<file path="config.mk">
export PLATFORM = sky130hd
export DESIGN_NAME = sbus_arbiter
export DESIGN_NICKNAME = d
export VERILOG_FILES = /design/src/rtl/sbus_arbiter.sv
export SDC_FILE = /design/constraint.sdc
export NUM_CORES = 1
export LEC_CHECK = 0
export BUFFER_PORTS_ARGS = -buffer_cell sky130_fd_sc_hd__buf_2
export CAP_MARGIN = 20
export CORE_MARGIN = 4
export CORE_UTILIZATION = 42
export DETAILED_ROUTE_END_ITERATION = 16
export PLACE_DENSITY = 0.79
export SLEW_MARGIN = 10
export SYNTH_ARGS = -nofsm -noshare
export SYNTH_HDL_FRONTEND = slang
export SYNTH_SLANG_ARGS = --single-unit
</file>
<file path="constraint.sdc">
create_clock -name clk -period 2.1 [get_ports clk]
set_input_delay 0.42 -clock clk [delete_from_list [all_inputs] [get_ports clk]]
set_output_delay 0.42 -clock clk [all_outputs]
set_load 0.02 [all_outputs]
</file>
<file path="src/rtl/sbus_arbiter.sv">
// N-to-1 sbus arbiter: fixed-priority or round-robin grant, registered response path
// and a per-transaction slave timeout that completes the master with a bus error.
module sbus_arbiter #(
  parameter int unsigned N_MASTERS = 2,
  parameter int unsigned ADDR_W    = 32,
  parameter int unsigned DATA_W    = 32,
  parameter int unsigned RR_MODE   = 1,
  parameter int unsigned TIMEOUT   = 255,
  localparam int unsigned IDX_W    = (N_MASTERS > 1) ? $clog2(N_MASTERS) : 1,
  localparam int unsigned BE_W     = DATA_W / 8
) (
  input  logic                          clk,
  input  logic                          rst,
  input  logic [N_MASTERS-1:0]          m_req,
  input  logic [N_MASTERS-1:0]          m_we,
  input  logic [N_MASTERS*ADDR_W-1:0]   m_addr,
  input  logic [N_MASTERS*DATA_W-1:0]   m_wdata,
  input  logic [N_MASTERS*BE_W-1:0]     m_be,
  output logic [N_MASTERS-1:0]          m_ack,
  output logic [N_MASTERS-1:0]          m_err,
  output logic [DATA_W-1:0]             m_rdata,
  output logic                          s_req,
  output logic                          s_we,
  output logic [ADDR_W-1:0]             s_addr,
  output logic [DATA_W-1:0]             s_wdata,
  output logic [BE_W-1:0]               s_be,
  input  logic                          s_ack,
  input  logic [DATA_W-1:0]             s_rdata,
  output logic [IDX_W-1:0]              grant_id
);

  localparam int unsigned CNT_W   = (TIMEOUT > 1) ? $clog2(TIMEOUT) : 1;
  localparam int unsigned CNT_MAX = (TIMEOUT == 0) ? 0 : TIMEOUT - 1;

  typedef enum logic [1:0] {StIdle, StBusy, StResp} state_e;

  state_e                 state_q, state_d;
  logic                   s_req_q, s_req_d;
  logic                   s_we_q, s_we_d;
  logic [ADDR_W-1:0]      s_addr_q, s_addr_d;
  logic [DATA_W-1:0]      s_wdata_q, s_wdata_d;
  logic [BE_W-1:0]        s_be_q, s_be_d;
  logic [IDX_W-1:0]       grant_q, grant_d;
  logic [IDX_W-1:0]       rr_ptr_q, rr_ptr_d;
  logic [CNT_W-1:0]       cnt_q, cnt_d;
  logic [DATA_W-1:0]      rdata_q, rdata_d;
  logic [N_MASTERS-1:0]   ack_q, ack_d;
  logic [N_MASTERS-1:0]   err_q, err_d;

  logic                   win_valid;
  logic [IDX_W-1:0]       win_idx;
  int unsigned            sel;

  // Winner selection; only consumed in StIdle.
  always_comb begin
    int unsigned cand;
    win_valid = 1'b0;
    win_idx   = '0;
    cand      = 0;
    if (RR_MODE != 0) begin
      for (int unsigned k = 1; k <= N_MASTERS; k++) begin
        cand = (32'(rr_ptr_q) + k) % N_MASTERS;
        if (!win_valid && m_req[cand]) begin
          win_valid = 1'b1;
          win_idx   = IDX_W'(cand);
        end
      end
    end else begin
      for (int unsigned i = 0; i < N_MASTERS; i++) begin
        if (!win_valid && m_req[i]) begin
          win_valid = 1'b1;
          win_idx   = IDX_W'(i);
        end
      end
    end
  end

  assign sel = 32'(win_idx);

  always_comb begin
    state_d   = state_q;
    s_req_d   = s_req_q;
    s_we_d    = s_we_q;
    s_addr_d  = s_addr_q;
    s_wdata_d = s_wdata_q;
    s_be_d    = s_be_q;
    grant_d   = grant_q;
    rr_ptr_d  = rr_ptr_q;
    cnt_d     = cnt_q;
    rdata_d   = rdata_q;
    ack_d     = '0;
    err_d     = '0;
    unique case (state_q)
      StIdle: begin
        if (win_valid) begin
          s_req_d   = 1'b1;
          s_we_d    = m_we[sel];
          s_addr_d  = m_addr[sel*ADDR_W +: ADDR_W];
          s_wdata_d = m_wdata[sel*DATA_W +: DATA_W];
          s_be_d    = m_be[sel*BE_W +: BE_W];
          grant_d   = win_idx;
          if (RR_MODE != 0) rr_ptr_d = win_idx;
          cnt_d     = '0;
          state_d   = StBusy;
        end
      end
      StBusy: begin
        // A slave ack in the final timeout cycle takes precedence over the error.
        if (s_ack) begin
          rdata_d        = s_rdata;
          s_req_d        = 1'b0;
          ack_d[grant_q] = 1'b1;
          state_d        = StResp;
        end else if (TIMEOUT != 0 && cnt_q == CNT_W'(CNT_MAX)) begin
          rdata_d        = '0;
          s_req_d        = 1'b0;
          ack_d[grant_q] = 1'b1;
          err_d[grant_q] = 1'b1;
          state_d        = StResp;
        end else begin
          cnt_d = cnt_q + 1'b1;
        end
      end
      StResp: state_d = StIdle;
      default: state_d = StIdle;
    endcase
  end

  always_ff @(posedge clk or negedge rst) begin
    if (!rst) begin
      state_q   <= StIdle;
      s_req_q   <= 1'b0;
      s_we_q    <= 1'b0;
      s_addr_q  <= '0;
      s_wdata_q <= '0;
      s_be_q    <= '0;
      grant_q   <= '0;
      rr_ptr_q  <= IDX_W'(N_MASTERS - 1);
      cnt_q     <= '0;
      rdata_q   <= '0;
      ack_q     <= '0;
      err_q     <= '0;
    end else begin
      state_q   <= state_d;
      s_req_q   <= s_req_d;
      s_we_q    <= s_we_d;
      s_addr_q  <= s_addr_d;
      s_wdata_q <= s_wdata_d;
      s_be_q    <= s_be_d;
      grant_q   <= grant_d;
      rr_ptr_q  <= rr_ptr_d;
      cnt_q     <= cnt_d;
      rdata_q   <= rdata_d;
      ack_q     <= ack_d;
      err_q     <= err_d;
    end
  end

  assign s_req    = s_req_q;
  assign s_we     = s_we_q;
  assign s_addr   = s_addr_q;
  assign s_wdata  = s_wdata_q;
  assign s_be     = s_be_q;
  assign grant_id = grant_q;
  assign m_rdata  = rdata_q;
  assign m_ack    = ack_q;
  assign m_err    = err_q;

endmodule
</file>
==> flow_summary_export.csv <==
group,metric,value,unit
floorplanning,start_util,42.9,%
finish,drive_above_1_share,45.6,%
worst_setup_path,slowest_delay,0.43,ns
worst_setup_path,path_max_fanout,15,
finish,seq_area,0.00295,mm^2
routing,post_drt_wl_per_cell,16.0,um
sta,relSlewSlack,70.5,%
sta,skew,0.00704,ns
power_and_ir_drop,peakVddDrop,0.704,mV
finish,stdcell_area,0.00730,mm^2
power_and_ir_drop,power_leakage,3.83,nW
worst_setup_path,path_cells,"inv_1 -> ha_1 -> nand3_1 -> o21ai_4 -> o41ai_1 -> a31o_2",
global_routing,antenna_found_initial,0,
floorplanning,rows,40,
global_routing,gr-usage-met2,35.2,%
routing,routed_via_density,4.98,
routing,drt.antenna.violating_nets,0,
logic_synthesis,ys_ff_latch,118,
sta,fin_tns_setup,0,ns
routing,dr.pass1.iters,4,
floorplanning,num_io_pins,282,
clock_tree,cts_buffer_depth,2,
sta,fmax,0.575,GHz
worst_setup_path,r2r_slack,0.36,ns
logic_synthesis,ys_types,37,
logic_synthesis,synth-simple-area-share,8.40,%
place,dp_hpwl,10.5,mm
worst_setup_path,cp_slowest_cell,"dfrtp_1",
worst_setup_path,critPathCaptureType,"flop",
worst_setup_path,cp.required,2.39,ns
sta,final_hold_viol_count,0,
logic_synthesis,synth-adder-area-share,0.485,%
floorplanning,die_h,119,um
logic_synthesis,synthXorXnorAreaFrac,0.170,%
finish,antenna_cells,0,
floorplanning,die_w,119,um
place,dpl_cell_area,0.00668,mm^2
worst_setup_path,crit_start,"cnt_q[0]$_DFFE_PN0P_",
place,gp_congestion,0.796,
global_routing,grt_overflow_total,0,
sta,finalMaxSlewViolations,0,
finish,nFillCells,964,
global_routing,grt_busiest_layer,"met2",
clock_tree,clkTransAtPathRegs,0.06,ns
global_routing,grt.met1_usage,23.5,%
logic_synthesis,syn_area,0.00516,mm^2
logic_synthesis,syn_nets,624,
floorplanning,die-area,0.0141,mm^2
worst_setup_path,crit_path_end,"cnt_q[7]$_DFFE_PN0P_",
place,io_buffers,281,
routing,first_iter_violations,223,
routing,drc,0,
hold_path,min_path_type,"primary input to flop",
clock_tree,clockRootBuffer,"clkbuf_16",
logic_synthesis,synthTopCellsByArea,"dfrtp_1 (57%), mux2i_1 (14%), nand2_1 (5.5%), a22o_1 (5.4%), o21ai_0 (4.6%)",
clock_tree,clock_latency,0.40,ns
worst_setup_path,critical_path_cell_count,6,
worst_setup_path,r2r_cells,6,
logic_synthesis,synth-compound-area-share,15.5,%
logic_synthesis,yosysSeqAreaShare,57.3,%
outcome,status,"finished, final reports clean",
worst_setup_path,cp.arrival,2.03,ns
sta,fin_crit_sh,82.8,%
global_routing,grt.total_usage,20.0,%
global_routing,grt_pass1_wl,22.7,mm
worst_setup_path,timing.rr.start,"cnt_q[0]$_DFFE_PN0P_",
clock_tree,cts_buffers,17,
sta,tightestPinTransition,0.441,ns
global_routing,grt_use_met3,6.17,%
finish,multi_input_area,0.00199,mm^2
routing,vias,4416,
worst_setup_path,critPathBufInv,1,
logic_synthesis,ys_warn_count,0,
sta,setup_viol,0,
worst_setup_path,criticalPathCategory,"flop to flop",
routing,routed_wl,14.2,mm
worst_setup_path,worst_r2r_endpoint,"cnt_q[7]$_DFFE_PN0P_",
global_routing,grt_pass1_vias,4523,
clock_tree,clkSinkCount,118,
logic_synthesis,syn_inst,447,
finish,area_growth,41.6,%
logic_synthesis,yosysTopAreaCellShare,56.8,%
clock_tree,htree_levels,4,
floorplanning,fp.coreArea,0.0120,mm^2
sta,grt_setup_unrepaired,"false",
worst_setup_path,crit_family,"compound AO/OA/AOI/OAI gates",
clock_tree,cts_setup_buffers,0,
logic_synthesis,yosys.area.top_type,"dfrtp_1",
power_and_ir_drop,powerDensity,1570,mW/mm^2
logic_synthesis,synthMuxAreaShare,13.6,%
logic_synthesis,synth_top_family_by_area,"compound AO/OA/AOI/OAI gates",
worst_setup_path,startpoint_type,"flop",
finish,final_nets,903,
place,dpl.cell_count,853,
finish,fin_cells,886,
sta,fin_crit,1.74,ns
logic_synthesis,synth.avg_cell_area,11.5,um^2
global_routing,grt_max_degree,79,
clock_tree,cts_tree,"built",
job,drv_cap,0,
## registers in the layout (all words and copies together) (netlist names), 2 cells and up
| name | cells |
|---|---|
| cnt_q | 8 |
| m_ack | 2 |
| m_err | 2 |
| m_rdata | 32 |
| s_addr | 32 |
| s_be | 4 |
| s_wdata | 32 |
| state_q | 2 |
## routing by layer
metal | vias up | wire [um]
met4 | 0 | 136
met2 | 201 | 7320
met3 | 11 | 1130
met5 | - | 0
li1 | 2142 | -
met1 | 2062 | 5580
## cell usage in the layout, fill, tap and decap left out, drive strengths merged
| master | instances |
|---|---|
| bufinv | 3 |
| a21o | 1 |
| o41ai | 1 |
| o21ba | 1 |
| buf | 290 |
| and2 | 1 |
| clkinvlp | 3 |
| a21oi | 3 |
| clkbuf | 18 |
| a21boi | 2 |
| o21ai | 77 |
| inv | 7 |
| nand2 | 76 |
| nor2 | 7 |
| mux2i | 70 |
| clkinv | 5 |
| a22o | 32 |
| nor3b | 2 |
| nor2b | 1 |
| o21a | 2 |
| nand3 | 7 |
| o211ai | 1 |
| a31oi | 2 |
| dfstp | 1 |
| or2 | 2 |
| dfrtp | 117 |
| a31o | 2 |
| dlygate4sd3 | 1 |
| nand4 | 1 |
| ha | 2 |
| xnor2 | 1 |
## worst register-to-register path, stage by stage (launching register included)
cell	delay [ns]
dfrtp_1	0.43
inv_1	0.08
ha_1	0.14
nand3_1	0.17
o21ai_4	0.43
o41ai_1	0.16
a31o_2	0.23
## power breakdown
part / internal [W] / total (W) / switching (W)
clock: 0.00191 / 0.00297 / 0.00106
sequential: 0.00332 / 0.00390 / 0.000580
combinational: 0.00169 / 0.00462 / 0.00293
## timing repair
item,in CTS,in global routing
hold buffers,1,0
setup endpoints to repair,0,0
resized for setup,0,0
endpoints found under the hold margin,10,0
## worst min-delay path by stage
| stage | startpoint | end | slack, ns | cells past startpoint |
|---|---|---|---|---|
| after CTS | s_rdata[9] | m_rdata[9]$_DFFE_PN0P_ | 0.21 | 2 |
| after global placement | rst | s_addr[15]$_DFFE_PN0P_ | 0.28 | 1 |
| after global routing | s_rdata[9] | m_rdata[9]$_DFFE_PN0P_ | 0.22 | 2 |
| final | s_rdata[9] | m_rdata[9]$_DFFE_PN0P_ | 0.23 | 2 |
| after detailed placement | rst | s_addr[20]$_DFFE_PN0P_ | 0.28 | 1 |
| after floorplan | rst | cnt_q[0]$_DFFE_PN0P_ | 0.12 | 0 |
## synth_stat cells
master,count
and2_1,1
o21ba_2,1
nand4_4,1
a31oi_1,2
buf_2,10
nand3_1,7
dfrtp_1,117
a31o_1,1
o211ai_1,1
o21ai_4,2
nand2_1,75
ha_1,2
o21ai_2,1
nor2_2,1
o21ai_0,47
a22o_1,32
nand2_4,1
or2_2,2
a31o_2,1
buf_4,2
o41ai_1,1
dfstp_2,1
a21boi_1,2
nor3b_2,1
mux2i_1,70
xnor2_1,1
a21o_1,1
clkbuf_1,8
o21a_1,2
inv_1,4
a21oi_1,3
nor2b_2,1
buf_6,11
nor2_1,5
o21ai_1,27
nor3b_1,1
nor2_4,1
## cells by family (layout without fill, tap and decap cells)
group / count (synthesis) / after routing
xor+xnor: 1 / 1
fa+ha+maj: 2 / 2
simple gates: 97 / 97
buf+inv: 35 / 327
mux: 70 / 70
compound gates: 124 / 124
flops: 118 / 118
## area by class of cell
type | count | area share (%)
multi-input cells | 294 | 27.2
well taps | 147 | 2.52
repair buffers | 291 | 21.2
flip-flops and latches | 118 | 40.4
clock inverters | 14 | 2.40
clock buffers | 18 | 6.01
inverters | 4 | 0.206
## stage by stage
step	worst slack (ns)	hold slack [ns]	total power, W	util, %
after floorplan	0.622	0.124	0.00689	-
after global placement	0.477	0.282	0.00839	55.6
after detailed placement	0.382	0.282	0.00857	55.6
after CTS	0.370	0.213	0.0116	60.8
after global routing	0.266	0.222	0.0122	60.8
final	0.362	0.231	0.0115	60.8
Note: power is estimated with default switching activity, not from simulation.
